**config.mk**
```make
export PLATFORM = sky130hd
export DESIGN_NAME = mario_cen_gen_flat
export DESIGN_NICKNAME = d
export VERILOG_FILES = /design/src/rtl/mario_cen_pkg.sv /design/src/rtl/mario_cen_if.sv /design/src/rtl/mario_cen_chan.sv /design/src/rtl/mario_cen_gen.sv /design/src/flat_wrapper.sv
export SDC_FILE = /design/constraint.sdc
export NUM_CORES = 1
export LEC_CHECK = 0
export BUFFER_PORTS_ARGS = -buffer_cell sky130_fd_sc_hd__buf_2
export CORE_MARGIN = 2
export CORE_UTILIZATION = 60
export CTS_CLUSTER_SIZE = 28
export DETAILED_ROUTE_END_ITERATION = 6
export PLACE_DENSITY_LB_ADDON = 0.08
export SLEW_MARGIN = 0
export SYNTH_ARGS = -nofsm -noshare
export SYNTH_HDL_FRONTEND = slang
export SYNTH_HIERARCHICAL = 1
export SYNTH_SLANG_ARGS = --single-unit
```
**constraint.sdc**
```tcl
create_clock -name I_CLK_48M -period 4.1 [get_ports I_CLK_48M]
set_input_delay 0.615 -clock I_CLK_48M [delete_from_list [all_inputs] [get_ports I_CLK_48M]]
set_output_delay 0.615 -clock I_CLK_48M [all_outputs]
set_load 0.005 [all_outputs]
```
**src/rtl/mario_cen_pkg.sv**
```systemverilog
// Shared constants for the fractional clock-enable generator: default widths
// and the standard NUM/DEN pairs for rates derived from the 48 MHz master clock.
package mario_cen_pkg;

  localparam int CEN_ACC_W = 8;
  localparam int MAX_CH    = 16;

  typedef struct packed {
    logic [15:0] num;
    logic [15:0] den;
  } cen_rate_t;

  localparam cen_rate_t CEN_24M = '{num: 16'd1,  den: 16'd2};
  localparam cen_rate_t CEN_12M = '{num: 16'd1,  den: 16'd4};
  localparam cen_rate_t CEN_6M  = '{num: 16'd1,  den: 16'd8};
  localparam cen_rate_t CEN_4M  = '{num: 16'd1,  den: 16'd12};
  localparam cen_rate_t CEN_11M = '{num: 16'd11, den: 16'd48};

endpackage

```
**src/rtl/mario_cen_if.sv**
```systemverilog
// Control/config inputs and enable outputs of mario_cen_gen, bundled so a
// board top can route one connection to every consumer of the enables.
interface mario_cen_if #(
  parameter int NUM_CH = 4,
  parameter int ACC_W  = 8
);
  logic                      I_EN;
  logic                      I_SYNC;
  logic [NUM_CH*ACC_W-1:0]   I_NUM;
  logic [NUM_CH*ACC_W-1:0]   I_DEN;
  logic [NUM_CH-1:0]         O_CEN_P;
  logic [NUM_CH-1:0]         O_CEN_N;
  logic [NUM_CH-1:0]         O_ACTIVE;

  modport master (
    output I_EN, I_SYNC, I_NUM, I_DEN,
    input  O_CEN_P, O_CEN_N, O_ACTIVE
  );

  modport slave (
    input  I_EN, I_SYNC, I_NUM, I_DEN,
    output O_CEN_P, O_CEN_N, O_ACTIVE
  );
endinterface

```
**src/rtl/mario_cen_chan.sv**
```systemverilog
// One fractional phase-accumulator enable channel (rate = NUM/DEN * f_clk).
// Negative-phase pulse is only built when MARIO_CEN_NEG_EN is defined.
import mario_cen_pkg::*;

module mario_cen_chan #(
  parameter int ACC_W = CEN_ACC_W
) (
  input  logic             i_clk,
  input  logic             i_rst_n,
  input  logic             i_en,
  input  logic             i_sync,
  input  logic [ACC_W-1:0] i_num,
  input  logic [ACC_W-1:0] i_den,
  output logic             o_cen_p,
  output logic             o_cen_n,
  output logic             o_active
);

  logic [ACC_W-1:0] r_acc;
  logic             r_cen_p;
  logic             r_active;

  logic [ACC_W:0]   w_sum;
  logic [ACC_W:0]   w_sum_sub;
  logic             w_wrap;
  logic [ACC_W-1:0] w_frac_acc;
  logic [ACC_W-1:0] w_acc_base;
  logic [ACC_W-1:0] w_acc_next;
  logic             w_frac;
  logic             w_cen_p_next;
  logic             w_active_next;

  assign w_sum      = {1'b0, r_acc} + {1'b0, i_num};
  assign w_sum_sub  = w_sum - {1'b0, i_den};
  assign w_wrap     = (w_sum >= {1'b0, i_den});
  // In the fractional branch acc<DEN and NUM<DEN, so sum-DEN always fits ACC_W.
  assign w_frac_acc = w_wrap ? w_sum_sub[ACC_W-1:0] : w_sum[ACC_W-1:0];

  always_comb begin
    w_frac        = 1'b0;
    w_acc_base    = r_acc;
    w_cen_p_next  = 1'b0;
    w_active_next = (i_den != '0) && i_en;
    if (i_sync) begin
      w_acc_base = '0;
    end else if (i_den == '0) begin
      w_acc_base = '0;
    end else if (!i_en) begin
      w_acc_base = r_acc;
    end else if (i_num >= i_den) begin
      w_acc_base   = '0;
      w_cen_p_next = 1'b1;
    end else if (r_acc >= i_den) begin
      // DEN dropped below the running phase: emit one pulse and restart.
      w_acc_base   = '0;
      w_cen_p_next = 1'b1;
    end else begin
      w_frac       = 1'b1;
      w_cen_p_next = w_wrap;
    end
  end

  assign w_acc_next = w_frac ? w_frac_acc : w_acc_base;

  always_ff @(posedge i_clk or negedge i_rst_n) begin
    if (!i_rst_n) begin
      r_acc    <= '0;
      r_cen_p  <= 1'b0;
      r_active <= 1'b0;
    end else begin
      r_acc    <= w_acc_next;
      r_cen_p  <= w_cen_p_next;
      r_active <= w_active_next;
    end
  end

  assign o_cen_p  = r_cen_p;
  assign o_active = r_active;

`ifdef MARIO_CEN_NEG_EN
  logic [ACC_W-1:0] w_half;
  logic             w_neg_hit;
  logic             r_cen_n;

  assign w_half    = i_den >> 1;
  // Half-period crossing either inside this period or just past the wrap.
  assign w_neg_hit = w_wrap ? (w_sum_sub >= {1'b0, w_half})
                            : ((r_acc < w_half) && (w_sum >= {1'b0, w_half}));

  always_ff @(posedge i_clk or negedge i_rst_n) begin
    if (!i_rst_n) begin
      r_cen_n <= 1'b0;
    end else begin
      r_cen_n <= w_frac && w_neg_hit;
    end
  end

  assign o_cen_n = r_cen_n;
`else
  assign o_cen_n = 1'b0;
`endif

endmodule

```
**src/rtl/mario_cen_gen.sv**
```systemverilog
// Multi-channel fractional clock-enable generator on the 48 MHz master clock.
// Optional negative-phase outputs are enabled by defining MARIO_CEN_NEG_EN.
import mario_cen_pkg::*;

module mario_cen_gen #(
  parameter int NUM_CH = 4,
  parameter int ACC_W  = CEN_ACC_W
) (
  input  logic          I_CLK_48M,
  input  logic          I_RESETn,
  mario_cen_if.slave    bus
);

  logic              w_en;
  logic              w_sync;
  logic [NUM_CH-1:0] w_cen_p;
  logic [NUM_CH-1:0] w_cen_n;
  logic [NUM_CH-1:0] w_active;

  assign w_en   = bus.I_EN;
  assign w_sync = bus.I_SYNC;

  generate
    for (genvar gi = 0; gi < NUM_CH; gi++) begin : g_ch
      mario_cen_chan #(
        .ACC_W (ACC_W)
      ) u_chan (
        .i_clk    (I_CLK_48M),
        .i_rst_n  (I_RESETn),
        .i_en     (w_en),
        .i_sync   (w_sync),
        .i_num    (bus.I_NUM[gi*ACC_W +: ACC_W]),
        .i_den    (bus.I_DEN[gi*ACC_W +: ACC_W]),
        .o_cen_p  (w_cen_p[gi]),
        .o_cen_n  (w_cen_n[gi]),
        .o_active (w_active[gi])
      );
    end
  endgenerate

  assign bus.O_CEN_P  = w_cen_p;
  assign bus.O_CEN_N  = w_cen_n;
  assign bus.O_ACTIVE = w_active;

endmodule

```
**src/flat_wrapper.sv**
```systemverilog
// flat-port wrapper written by rule: the top's interface ports become plain ports
module mario_cen_gen_flat 
#(
  parameter int NUM_CH = 4,
  parameter int ACC_W  = CEN_ACC_W
)
  (I_CLK_48M, I_RESETn, bus_I_EN, bus_I_SYNC, bus_I_NUM, bus_I_DEN, bus_O_CEN_P, bus_O_CEN_N, bus_O_ACTIVE);
  mario_cen_if #(.NUM_CH(NUM_CH), .ACC_W(ACC_W)) bus_i ();
  input  logic I_CLK_48M;
  input  logic I_RESETn;
  input wire logic [$bits(bus_i.I_EN)-1:0] bus_I_EN;
  input wire logic [$bits(bus_i.I_SYNC)-1:0] bus_I_SYNC;
  input wire logic [$bits(bus_i.I_NUM)-1:0] bus_I_NUM;
  input wire logic [$bits(bus_i.I_DEN)-1:0] bus_I_DEN;
  output wire logic [$bits(bus_i.O_CEN_P)-1:0] bus_O_CEN_P;
  output wire logic [$bits(bus_i.O_CEN_N)-1:0] bus_O_CEN_N;
  output wire logic [$bits(bus_i.O_ACTIVE)-1:0] bus_O_ACTIVE;
  assign bus_i.I_EN = bus_I_EN;
  assign bus_i.I_SYNC = bus_I_SYNC;
  assign bus_i.I_NUM = bus_I_NUM;
  assign bus_i.I_DEN = bus_I_DEN;
  assign bus_O_CEN_P = bus_i.O_CEN_P;
  assign bus_O_CEN_N = bus_i.O_CEN_N;
  assign bus_O_ACTIVE = bus_i.O_ACTIVE;
  mario_cen_gen #(.NUM_CH(NUM_CH), .ACC_W(ACC_W)) u_core (.I_CLK_48M(I_CLK_48M), .I_RESETn(I_RESETn), .bus(bus_i));
endmodule
```
==> results.sh <==
export IMPL_outcome="finished, final reports clean"
export IMPL_muxShareOfSynthArea_pct=4.736
export IMPL_mostFrequentLayoutCells="128 x ha_1, 75 x buf_2, 51 x nand2_1"
export IMPL_syn_to_final_growth_pct=9.982
export IMPL_dieHeight_um=105.1
export IMPL_p_total_mw=3.375
export IMPL_arrival_ps=3580
export IMPL_antenna_found_initial=0
export IMPL_io_buffers=75
export IMPL_dieArea_mm2=0.01104
export IMPL_synth_main_ff_cell="dfrtp_1"
export IMPL_diodes=0
export IMPL_final_common_cell="ha_1"
export IMPL_synth_distinct_cells=60
export IMPL_crit_type="input port to flip-flop"
export IMPL_die_w_um=105.1
export IMPL_cts_setup_buffers=0
export IMPL_synth_edf_count=0
export IMPL_grt_overflow_total=0
export IMPL_synthAdderAreaFrac_pct=28.74
export IMPL_grt_pass1_wl_mm=26.13
export IMPL_path_clk_slew_ps=90
export IMPL_fin_crit_sh_pct=81.78
export IMPL_drt_iter0_drc=206
export IMPL_first_pass_iters=5
export IMPL_coreArea_mm2=0.009864
export IMPL_cts_sinks=40
export IMPL_h_tree_depth=2
export IMPL_slew_violations=0
export IMPL_rows=36
export IMPL_synth_seq_cells=40
export IMPL_drive_gt1_share_pct=17.88
export IMPL_synthesis_nets=898
export IMPL_netlist_instances=694
export IMPL_max_freq_mhz=298.2
export IMPL_vias_per_cell=6.138
export IMPL_synth_xor_area_share_pct=3.143
export IMPL_ys_async_sr_fraction_pct=100.0
export IMPL_finalHoldViolations=0
export IMPL_fill_cells=857
export IMPL_placed_cell_area_mm2=0.006630
export IMPL_reg2regPathDepth=13
export IMPL_synth_top_family_by_area="adder cells"
export IMPL_hold_ws_ps=454.7
export IMPL_holdBufCountCts=0
export IMPL_hold_path_class="input port to asynchronous set/reset pin"
export IMPL_grtUsageTotal_pct=28.79
export IMPL_postCtsResizedCells=0
export IMPL_setup_viol=0
export IMPL_slew_limit_headroom_pct=18.42
export IMPL_gp_congestion=0.9609
export IMPL_io_pins=80
export IMPL_synth_top_cell_area_share_pct=26.13
export IMPL_p_leak_nw=3.431
export IMPL_critPathMaxFanout=8
export IMPL_start_util_pct=62.14
export IMPL_cts_root_buf="clkbuf_8"
export IMPL_clock_insertion_delay_worst_skew_ps=300
export IMPL_drc_errors=0
export IMPL_via_count=5555
export IMPL_synth_avg_cell_area_um2=8.832
export IMPL_cts_buffers=5
export IMPL_yosysSeqAreaShare_pct=16.33
export IMPL_yosysWarnings=6
export IMPL_grt_pass1_vias=5557
export IMPL_cts_tree="done"
export IMPL_wl_per_cell_um=17.38
export IMPL_crit_path_end_kind="flip-flop"
export IMPL_synth_simple_area_share_pct=16.39
export IMPL_yosysTopAreaCell="ha_1"
export IMPL_vdd_drop_max_mv=0.2510
export IMPL_ant_nets=0
export IMPL_nNetsFinal=975
export IMPL_grt_max_degree=41
export IMPL_min_period_ps=3353
export IMPL_wirelength_mm=15.73
export IMPL_design_area_mm2=0.006741
export IMPL_worstMarginPinSlew_ps=1216
export IMPL_synth_compound_area_share_pct=26.68
export IMPL_power_density_mw_per_mm2=500.7
export IMPL_fin_setup_tns_ps=0
export IMPL_grt_setup_unrepaired="false"
export IMPL_synth_area_leaders="ha_1 26%, dfrtp_1 16%, a211oi_1 3.6%, o21ai_0 3.3%, nand2_1 3.1%"
export IMPL_dp_hpwl_mm=13.01
export IMPL_syn_area_mm2=0.006130
export IMPL_clockBufferDepth=2
export IMPL_maxCapViolCount=0
export IMPL_skew_ps=8.261
export IMPL_crit_path_start_kind="input port"
export IMPL_required_ps=4330
[area by class of cell]
class                      instances  area, um^2  share of cell area, %
clock buffer                       5       68.82                  1.021
clock inverter                     3       42.54                 0.6310
inverter                          50       187.7                  2.784
multi-input combinational        599        4900                  72.68
sequential                        40        1001                  14.85
tap                              133       166.4                  2.468
timing repair buffer              75       375.4                  5.568
[layer usage]
layer	wire length, um	up-vias	track usage (%)
met5	0	-	0
met4	293	0	8.286
met3	931	25	4.367
met2	7268	169	48.05
met1	7235	2611	38.52
li1	-	2750	-
[critical path, stage by stage]
cell	delay [ps]
buf_2	110
ha_1	240
fa_1	450
a211oi_2	270
o21bai_1	110
a21oi_1	180
xnor2_1	170
ha_1	310
nand4_1	160
a21oi_2	80
o31ai_4	280
nand2_4	160
mux2_4	330
o21ai_2	100
[worst paths after layout]
check / start / to / slack, ps
setup reg to reg: u_core/g_ch[2].u_chan/r_acc[0]$_DFFE_PN0P_ / u_core/g_ch[2].u_chan/r_acc[0]$_DFFE_PN0P_ / 760
hold / removal: I_RESETn / u_core/g_ch[3].u_chan/o_cen_p$_DFF_PN0_ / 450
min in group I_CLK_48M: u_core/g_ch[1].u_chan/r_acc[7]$_DFFE_PN0P_ / u_core/g_ch[1].u_chan/r_acc[7]$_DFFE_PN0P_ / 530
hold reg to reg: u_core/g_ch[1].u_chan/r_acc[7]$_DFFE_PN0P_ / u_core/g_ch[1].u_chan/r_acc[7]$_DFFE_PN0P_ / 530
max in group asynchronous: I_RESETn / u_core/g_ch[3].u_chan/r_acc[6]$_DFFE_PN0P_ / 3040
setup / recovery: bus_I_NUM[16] / u_core/g_ch[2].u_chan/r_acc[0]$_DFFE_PN0P_ / 750
[cell usage after synthesis, types with 9 or more instances]
cell type / instances
ha_1: 128
nand2_1: 51
inv_1: 50
nor2_1: 44
dfrtp_1: 40
o21ai_0: 40
a211oi_1: 29
a21oi_1: 27
a21o_1: 23
mux2i_1: 17
xnor2_1: 17
o21ai_1: 14
nand4_1: 13
nor2b_1: 12
o21a_1: 12
a21oi_2: 9
nor4_1: 9
o21ai_2: 9
or3_1: 9
[report_power, final]
| group | switching (mW) | leakage, nW | internal, mW | total (mW) |
|---|---|---|---|---|
| registers | 0.0821 | 0.535 | 0.473 | 0.556 |
| logic | 1.36 | 2.84 | 1.12 | 2.48 |
| clock network | 0.163 | 0.0541 | 0.181 | 0.344 |
[through the flow]
step	worst slack [ps]	std cells	utilization, %
after floorplan	789.6	694	-
after global placement	486.7	897	67.21
after detailed placement	461.7	897	67.21
after CTS	761.1	905	68.34
after global routing	538.0	905	68.34
final	746.9	905	68.34
[flip-flops by register name, summed over array words and instances (netlist names)]
name                         count
u_core/g_ch.u_chan/r_acc        32
u_core/g_ch.u_chan/o_active      4
u_core/g_ch.u_chan/o_cen_p       4
[kinds of logic (layout without fill, tap and decap cells)]
group / after synthesis / count (layout)
AOI/OAI and AO/OA: 224 / 224
and+or+nand+nor: 188 / 188
adders and majority gates: 136 / 136
buffers and inverters: 55 / 133
DFF: 40 / 40
muxes: 25 / 25
xor gates and xnor gates: 22 / 22
other: 4 / 4
Note: power is estimated with default switching activity, not from simulation.
